[src/rtl/snax_hwpe_job_pkg.sv]
// snax_hwpe_job_pkg: register map, FSM states and STATUS layout for the HWPE job register file
package snax_hwpe_job_pkg;
  localparam logic [5:0] WIDX_TRIGGER = 6'h00;
  localparam logic [5:0] WIDX_STATUS = 6'h01;
  localparam logic [5:0] WIDX_CLEAR = 6'h02;
  localparam logic [5:0] WIDX_JOBCNT = 6'h03;
  localparam logic [5:0] WIDX_CFG = 6'h10;
  localparam logic [31:0] RD_DEFAULT = 32'hDEAD_BEEF;
  localparam int STATUS_BUSY = 0;
  localparam int STATUS_DONE = 1;
  localparam int STATUS_CNT = 16;
  localparam logic [1:0] ST_IDLE = 2'd0;
  localparam logic [1:0] ST_START = 2'd1;
  localparam logic [1:0] ST_RUN = 2'd2;
  localparam logic [1:0] ST_DONE = 2'd3;
endpackage

[src/rtl/snax_hwpe_job_fsm.sv]
// snax_hwpe_job_fsm: job launch/completion FSM with sticky done flag and completed-job counter
module snax_hwpe_job_fsm
  import snax_hwpe_job_pkg::*;
(
  input  logic        clk,
  input  logic        rst,
  input  logic        trigger,
  input  logic        clear,
  input  logic        acc_done,
  output logic        busy,
  output logic        start,
  output logic        evt,
  output logic        done_sticky,
  output logic [31:0] job_cnt
);
  logic [1:0] state, state_d;
  always_comb
    state_d = (state == ST_IDLE && trigger) ? ST_START :
              (state == ST_START) ? ST_RUN :
              (state == ST_RUN && acc_done) ? ST_DONE :
              (state == ST_DONE) ? ST_IDLE : state;
  always_ff @(posedge clk or posedge rst)
    if (rst) begin
      state <= ST_IDLE;
      done_sticky <= 1'b0;
      job_cnt <= '0;
    end else begin
      state <= state_d;
      done_sticky <= evt | (done_sticky & ~clear);
      job_cnt <= job_cnt + 32'(evt);
    end
  assign busy = state == ST_START || state == ST_RUN;
  assign start = state == ST_START;
  assign evt = state == ST_DONE;
endmodule

[src/rtl/snax_hwpe_job_regfile.sv]
// snax_hwpe_job_regfile: periph slave holding HWPE config registers and driving job start/completion
module snax_hwpe_job_regfile
  import snax_hwpe_job_pkg::*;
#(
  parameter int NumRegs = 8,
  parameter int IdWidth = 5,
  parameter int AddrWidth = 32
) (
  input  logic                   clk_i,
  input  logic                   rst_i,
  input  logic                   periph_req_i,
  output logic                   periph_gnt_o,
  input  logic [AddrWidth-1:0]   periph_add_i,
  input  logic                   periph_wen_i,
  input  logic [3:0]             periph_be_i,
  input  logic [31:0]            periph_data_i,
  input  logic [IdWidth-1:0]     periph_id_i,
  output logic [31:0]            periph_r_data_o,
  output logic                   periph_r_valid_o,
  output logic [IdWidth-1:0]     periph_r_id_o,
  output logic [NumRegs*32-1:0]  cfg_o,
  output logic                   start_o,
  input  logic                   acc_done_i,
  output logic                   busy_o,
  output logic                   evt_o
);
  logic [5:0] idx;
  logic wr, trigger, clear, done_sticky, unused_add;
  logic [31:0] job_cnt, status, rdata;
  logic [31:0] cfg_q [NumRegs];
  logic [NumRegs-1:0] cfg_we;
  assign periph_gnt_o = periph_req_i;
  assign idx = periph_add_i[7:2];
  assign unused_add = ^{periph_add_i[AddrWidth-1:8], periph_add_i[1:0]};
  assign wr = periph_req_i & ~periph_wen_i;
  assign trigger = wr & periph_be_i[0] & (idx == WIDX_TRIGGER);
  assign clear = wr & periph_be_i[0] & (idx == WIDX_CLEAR);
  snax_hwpe_job_fsm u_fsm (
    .clk        (clk_i),
    .rst        (rst_i),
    .trigger    (trigger),
    .clear      (clear),
    .acc_done   (acc_done_i),
    .busy       (busy_o),
    .start      (start_o),
    .evt        (evt_o),
    .done_sticky(done_sticky),
    .job_cnt    (job_cnt)
  );
  for (genvar r = 0; r < NumRegs; r++) begin : g_cfg
    assign cfg_we[r] = wr & ~busy_o & (idx == 6'(WIDX_CFG + r));
    assign cfg_o[32*r +: 32] = cfg_q[r];
    always_ff @(posedge clk_i or posedge rst_i)
      if (rst_i) cfg_q[r] <= '0;
      else for (int b = 0; b < 4; b++) if (cfg_we[r] && periph_be_i[b]) cfg_q[r][8*b +: 8] <= periph_data_i[8*b +: 8];
  end
  always_comb begin
    status = '0;
    status[STATUS_BUSY] = busy_o;
    status[STATUS_DONE] = done_sticky;
    status[STATUS_CNT +: 16] = job_cnt[15:0];
  end
  always_comb begin
    rdata = (idx == WIDX_TRIGGER || idx == WIDX_CLEAR) ? 32'h0 :
            (idx == WIDX_STATUS) ? status :
            (idx == WIDX_JOBCNT) ? job_cnt : RD_DEFAULT;
    for (int i = 0; i < NumRegs; i++) rdata = (idx == 6'(WIDX_CFG + i)) ? cfg_q[i] : rdata;
  end
  always_ff @(posedge clk_i or posedge rst_i)
    if (rst_i) begin
      periph_r_valid_o <= 1'b0;
      periph_r_id_o <= '0;
      periph_r_data_o <= '0;
    end else begin
      periph_r_valid_o <= periph_req_i;
      if (periph_req_i) begin
        periph_r_id_o <= periph_id_i;
        periph_r_data_o <= periph_wen_i ? rdata : 32'h0;
      end
    end
endmodule

[config.mk]
export PLATFORM = sky130hd
export DESIGN_NAME = snax_hwpe_job_regfile
export DESIGN_NICKNAME = d
export VERILOG_FILES = /design/src/rtl/snax_hwpe_job_pkg.sv /design/src/rtl/snax_hwpe_job_fsm.sv /design/src/rtl/snax_hwpe_job_regfile.sv
export SDC_FILE = /design/constraint.sdc
export NUM_CORES = 1
export LEC_CHECK = 0
export ABC_CLOCK_PERIOD_IN_PS = 25900
export CORE_MARGIN = 2
export CORE_UTILIZATION = 30
export CTS_CLUSTER_DIAMETER = 60
export DETAILED_ROUTE_END_ITERATION = 6
export GPL_TIMING_DRIVEN = 0
export PLACE_DENSITY_LB_ADDON = 0.08
export SYNTH_ARGS = -nofsm -noshare
export SYNTH_HDL_FRONTEND = slang
export SYNTH_HIERARCHICAL = 1
export SYNTH_SLANG_ARGS = --single-unit
[constraint.sdc]
create_clock -name clk_i -period 25.9 [get_ports clk_i]
set_input_delay 5.18 -clock clk_i [delete_from_list [all_inputs] [get_ports clk_i]]
set_output_delay 5.18 -clock clk_i [all_outputs]
set_load 0.01 [all_outputs]
==> out/qor.txt, run 1 <==
Synth top area share = 52.30%
Hold Path Stages = 1
startpoint types = primary input
I/O pins = 376
die area = 54320 µm²
FF-to-FF End = cfg_o[166]$_DFFE_PP0P_
CTS tree = built
Final Hold Fails = 0
setup_tns = 0 ns
Nets = 1760
drt total wl = 73880 µm
vias = 13210
initial antenna violation count = 9
Critical Path End Type = output pin
R2R Setup Slk = 22.41 ns
hold_sp = periph_r_data_o[22]$_DFFE_PP0P_
syn nets = 1369
register area share after synthesis = 52.30%
DRC = 0
Post-synth EDFFs = 0
non-filler instance count after layout = 2386
Final Cycle Share = 45.17%
Synth cell types = 61
layout cells sized above 1 = 23.00%
Yosys top cell by area = dfrtp_1
Vias/cell = 5.535
final worst path period need = 11.70 ns
postcts setup bufs = 0
Initial Utilization = 30.50%
status = complete, no violations
Die Span Y = 233.1 µm
Mapped Cells = 1284
hold_buf cts = 0
Slew @ Worst Pin = 1.287 ns
min-delay worst type = flip-flop to flip-flop
worst-path fanout max = 7
Final ANT Viol Nets = 0
GP Congestion = 0.9232
Place WS = 14.19 ns
initial DRC count = 987
dominant synthesized flop cell = dfrtp_1
PD cells = 65.76 nW/µm²
P_leak = 9.697 nW
most common cell after layout, fill and taps aside = clkdlybuf4s50_1
port bufs = 346
VDD IR max = 36.98 µV
DRT Pass-1 Iters = 5
Global Route Usage Sum = 27.03%
CTS sink count = 329
Worst Skew = 0.01524 ns
Std-Cell Rows = 83
first-pass GRT wire length = 103500 µm
Post-Syn Area = 15740 µm²
Tot Pwr = 0.001413 W
async set-or-reset flop fraction in the synthesized netlist = 100.0%
Final Setup Violations = 0
slew margin rel. = 14.21%
Mean Syn Cell Area = 12.26 µm²
Post-CTS Resized = 0
Root Buffer = clkbuf_16
Detailed Place HPWL = 52470 µm
synth top area cells = dfrtp_1, mux2_2, mux2i_1
GRT overflow = 0
maxcap violations = 0
fill cell count = 5020
Syn. warnings = 6
worst-skew pair later-pin latency = 0.57 ns
Req. time, crit path = 20.72 ns
final slew viol count = 0
CP Class = primary input to output pin
H-tree depth = 2
CTS buffer count = 41
final setup margin = 14.20 ns
Reg clk slew, reported paths = 0.05 ns
Syn-to-layout area delta = 36.50%
R2R depth = 7
drt wl/cell = 30.96 µm
vias in the first global route = 13680
Worst EP arrival = 6.52 ns
most frequent cells in the layout = clkdlybuf4s50_1, dfrtp_1, mux2_2
placed cell count = 2312
Max Fclk = 85.47 MHz
Chip Width = 233.1 µm
pin count of the biggest net entering global routing = 120
RSZ-0062 raised after global routing = false
FF-to-FF Start = u_fsm/state[0]$_DFFE_PP0P_
Seq cells post-synth = 329
core box area = 51610 µm²
Hold Path End = periph_r_data_o[22]$_DFFE_PP0P_
Max Buffers Root-to-Sink = 3
-- worst max-delay path by stage --
stage	to	startpoint	cells after the start	slack (ns)
after floorplan	cfg_o[0]$_DFFE_PP0P_	rst_i	1	12.60
after global placement	cfg_o[122]$_DFFE_PP0P_	rst_i	2	8.12
after detailed placement	periph_gnt_o	periph_req_i	3	14.19
after CTS	periph_gnt_o	periph_req_i	3	14.19
after global routing	periph_gnt_o	periph_req_i	3	14.17
final	periph_gnt_o	periph_req_i	3	14.20
-- layout make-up --
class	count	area [µm²]	share of cell area (%)
diodes	2	5.005	0.02329
plain buffers	76	321.6	1.496
clock buffers	62	1217	5.665
clock inverters	10	138.9	0.6463
inverters	12	52.55	0.2445
multi-input cells	867	7152	33.28
flip-flops and latches	329	8233	38.31
well taps	680	850.8	3.959
repair buffers	348	3518	16.37
-- per-layer routing --
layer / vias up / global-route usage, % / wire [µm]
met5: - / 0 / 31
met4: 6 / 10.97 / 2953
met3: 154 / 7.251 / 5724
met2: 515 / 43.62 / 34950
met1: 6916 / 34.28 / 30220
li1: 5615 / - / -
-- power breakdown --
| part | switching, W | internal (W) | total (W) |
|---|---|---|---|
| combinational | 0.000119 | 0.000112 | 0.000231 |
| sequential | 0.0000426 | 0.000551 | 0.000593 |
| clock | 0.000234 | 0.000355 | 0.000589 |
| total | 0.000396 | 0.00102 | 0.00141 |
-- cell families (layout without fill, tap and decap cells) --
| logic type | count (synthesis) | count (layout) | synth area share, % |
|---|---|---|---|
| other cells | 0 | 2 | 0 |
| compound gates | 296 | 296 | 12.66 |
| buf+inv | 88 | 508 | 2.329 |
| xor+xnor | 30 | 30 | 1.669 |
| simple gates | 212 | 212 | 7.360 |
| fa+ha+maj | 7 | 7 | 0.5563 |
| mux | 322 | 322 | 23.13 |
| flops | 329 | 329 | 52.30 |
-- worst max-delay path: stages --
cell and delay, ns:
clkdlybuf4s50_1 0.65, buf_4 0.17, clkdlybuf4s50_1 0.52
-- cell usage after synthesis, drive strengths merged (4+ instances only) --
library cell  count
and3             12
nor3             15
nand4            15
o22ai            26
nor3b             4
inv              12
a32oi             9
buf              28
a221o             6
a221oi            8
o2111ai           7
xnor2            19
dfrtp           329
xor2             11
o211a             6
o221ai            6
a22o             16
ha                7
a2bb2oi           6
a21oi            65
nor2b            12
and2             13
mux2i            33
a22oi            25
o2bb2ai          14
mux2            284
o211ai            8
o21ai            64
a211oi            7
nand2            73
nand2b           14
o32ai             9
nand3            15
a31oi             5
mux4              5
clkbuf           48
nor2             27
-- state kept, by name, summed over array words and instances, names as in the netlist --
register / count
cfg_o: 256
periph_r_data_o: 32
periph_r_id_o: 5
u_fsm/state: 2
u_fsm/job_cnt: 32
u_fsm/done_sticky: 1
periph_r_valid_o: 1
-- stage by stage --
step                hold WS, ns  utilization [%]  cell area (µm²)
detailed placement       0.4714            39.00            20130
floorplan                0.4373                -            15740
global route             0.5064            41.63            21490
finish                   0.4893            41.64            21490
CTS                      0.4877            41.63            21480
global placement         0.4692            38.86            20060
No activity file was read; power rests on OpenSTA's default activity.
==> run 2, diff against run 1 <==
ABC_CLOCK_PERIOD_IN_PS = 10350   (was 25900)
clock period = 10.35 ns   (was 25.9 ns; I/O delays follow)
==> results of run 2 <==
Same layout as run 1 (identical final DEF). Status: complete, no violations.
Among the figures that moved: setup slack after placement 14.19 ns -> 4.766 ns; setup slack after layout 14.20 ns -> 4.870 ns; register-to-register setup slack 22.41 ns -> 6.86 ns; total power 0.001413 W -> 0.003536 W; worst IR drop on VDD 36.98 µV -> 92.55 µV
==> run 3, diff against run 2 <==
ABC_CLOCK_PERIOD_IN_PS = 4900   (was 10350)
clock period = 4.9 ns   (was 10.35 ns; I/O delays follow)
==> out/qor.txt, run 3 (same netlist as run 1, synthesis figures left out) <==
Chip Width = 233.1 µm
Cell Area, Placed = 20280 µm²
sw frac = 27.86%
Critical Path End Type = flip-flop
first-pass GRT wire length = 104700 µm
Global Route Usage Sum = 27.34%
PD cells = 350.7 nW/µm²
Final ANT Viol Nets = 0
worst-skew pair later-pin latency = 0.58 ns
Nets = 1770
vias in the first global route = 13750
part of the power in registers = 41.2%
Max Fclk = 253.8 MHz
global route hottest layer = met2
CTS tree = built
Final Setup Violations = 0
final worst path period need = 3.941 ns
Final Cycle Share = 80.42%
R2R Setup Slk = 1.40 ns
hold_buf cts = 0
Reg clk slew, reported paths = 0.06 ns
RSZ-0062 raised after global routing = false
Sw Pwr = 0.002120 W
power share of the combinational group = 16.3%
M3 GR Usage = 7.202%
drt wl/cell = 31.05 µm
GR met1 Demand/Resource = 35.15%
CTS buffer count = 43
P_leak = 9.791 nW
I/O pins = 376
worst-path fanout max = 10
DRC = 0
DRT Pass-1 Iters = 5
Tot Pwr = 0.007608 W
Die Span Y = 233.1 µm
R2R depth = 7
drt total wl = 74370 µm
pin count of the biggest net entering global routing = 40
layout cells sized above 1 = 23.51%
Slew @ Worst Pin = 1.280 ns
FF-to-FF End = cfg_o[179]$_DFFE_PP0P_
Detailed Place HPWL = 53220 µm
non-filler instance count after layout = 2395
Root Buffer = clkbuf_16
crit path buf inv count = 5
most common cell after layout, fill and taps aside = clkdlybuf4s50_1
delay-heaviest family, CP = buffers and inverters
Hold Path End = periph_r_data_o[31]$_DFFE_PP0P_
crit path max-delay cell type = clkbuf_1
hold_ws = 0.4996 ns
min-delay worst type = flip-flop to flip-flop
Req. time, crit path = 5.39 ns
Cell Chain, Critical Path = clkdlybuf4s50_1 > buf_2 > buf_2 > buf_2 > clkbuf_1 > o21ai_0 > o2111ai_1 > a22oi_1 > o2bb2ai_1
hold_sp = periph_r_data_o[31]$_DFFE_PP0P_
CP Class = primary input to flip-flop
port bufs = 346
placed cell count = 2320
maxcap violations = 0
CTS sink count = 329
postcts setup bufs = 0
Post-CTS Resized = 0
Worst EP arrival = 4.43 ns
Worst Skew = 0.02082 ns
Max Buffers Root-to-Sink = 3
most used cell, CP = buf_2
Int Pwr = 0.005488 W
core box area = 51610 µm²
Worst path max stage delay = 0.61 ns
Initial Utilization = 30.50%
Std-Cell Rows = 83
FF-to-FF Start = u_fsm/state[0]$_DFFE_PP0P_
max reg flops = 256
status = complete, no violations
slew margin rel. = 14.64%
final slew viol count = 0
H-tree depth = 2
clock share of power = 42.5%
initial DRC count = 982
post-route cell area = 21700 µm²
die area = 54320 µm²
most frequent cells in the layout = clkdlybuf4s50_1, dfrtp_1, mux2_2
GRT overflow = 0
Final Util = 42.04%
GP Congestion = 0.9284
vias = 13190
Hold Path Stages = 1
Syn-to-layout area delta = 37.82%
VDD IR max = 188.7 µV
startpoint types = primary input
met2 Track Usage GR = 44.44%
Vias/cell = 5.505
initial antenna violation count = 5
Final Hold Fails = 0
==> run 3: metal layers <==
layer / share of wire, % / vias to the layer above
li1: - / 5642
met1: 42 / 6934
met2: 48 / 461
met3: 7.1 / 142
met4: 3.3 / 6
met5: 0.040 / -
==> run 3: metrics by stage <==
stage | worst slack [ns] | TNS, ns
2_1_floorplan | 0.01687 | 0
3_3_place_gp | -2.593 | -753.94
3_5_place_dp | 0.4568 | 0
4_1_cts | 1.037 | 0
5_1_grt | 0.9125 | 0
6_report | 0.9594 | 0
==> run 3: worst max-delay path by stage <==
| stage | slack (ns) | start | to | cells after the start |
|---|---|---|---|---|
| detailed placement | 0.46 | periph_add_i[2] | periph_r_data_o[19]$_DFFE_PP0P_ | 9 |
| CTS | 1.04 | periph_add_i[2] | periph_r_data_o[18]$_DFFE_PP0P_ | 9 |
| global route | 0.91 | periph_add_i[2] | periph_r_data_o[19]$_DFFE_PP0P_ | 9 |
| finish | 0.96 | periph_add_i[2] | periph_r_data_o[18]$_DFFE_PP0P_ | 9 |
| floorplan | 0.02 | rst_i | cfg_o[0]$_DFFE_PP0P_ | 1 |
| global placement | -2.59 | rst_i | cfg_o[255]$_DFFE_PP0P_ | 2 |
==> run 3: layout make-up <==
| type | instances | area (µm²) |
|---|---|---|
| tap | 680 | 850.8 |
| buffer | 76 | 321.6 |
| sequential | 329 | 8233 |
| clock inverter | 12 | 166.4 |
| antenna | 1 | 2.502 |
| inverter | 12 | 48.80 |
| multi-input combinational | 867 | 7152 |
| fill | 5027 | 29920 |
| clock buffer | 62 | 1250 |
| timing repair buffer | 356 | 3671 |
==> run 3: power by group through the flow <==
stage               registers (W)  clock network (W)  logic (W)
floorplan                 0.00317                  0   0.000471
global placement          0.00318                  0    0.00121
detailed placement        0.00318                  0    0.00124
CTS                       0.00313            0.00329    0.00125
global route              0.00316            0.00339    0.00133
finish                    0.00313            0.00324    0.00124
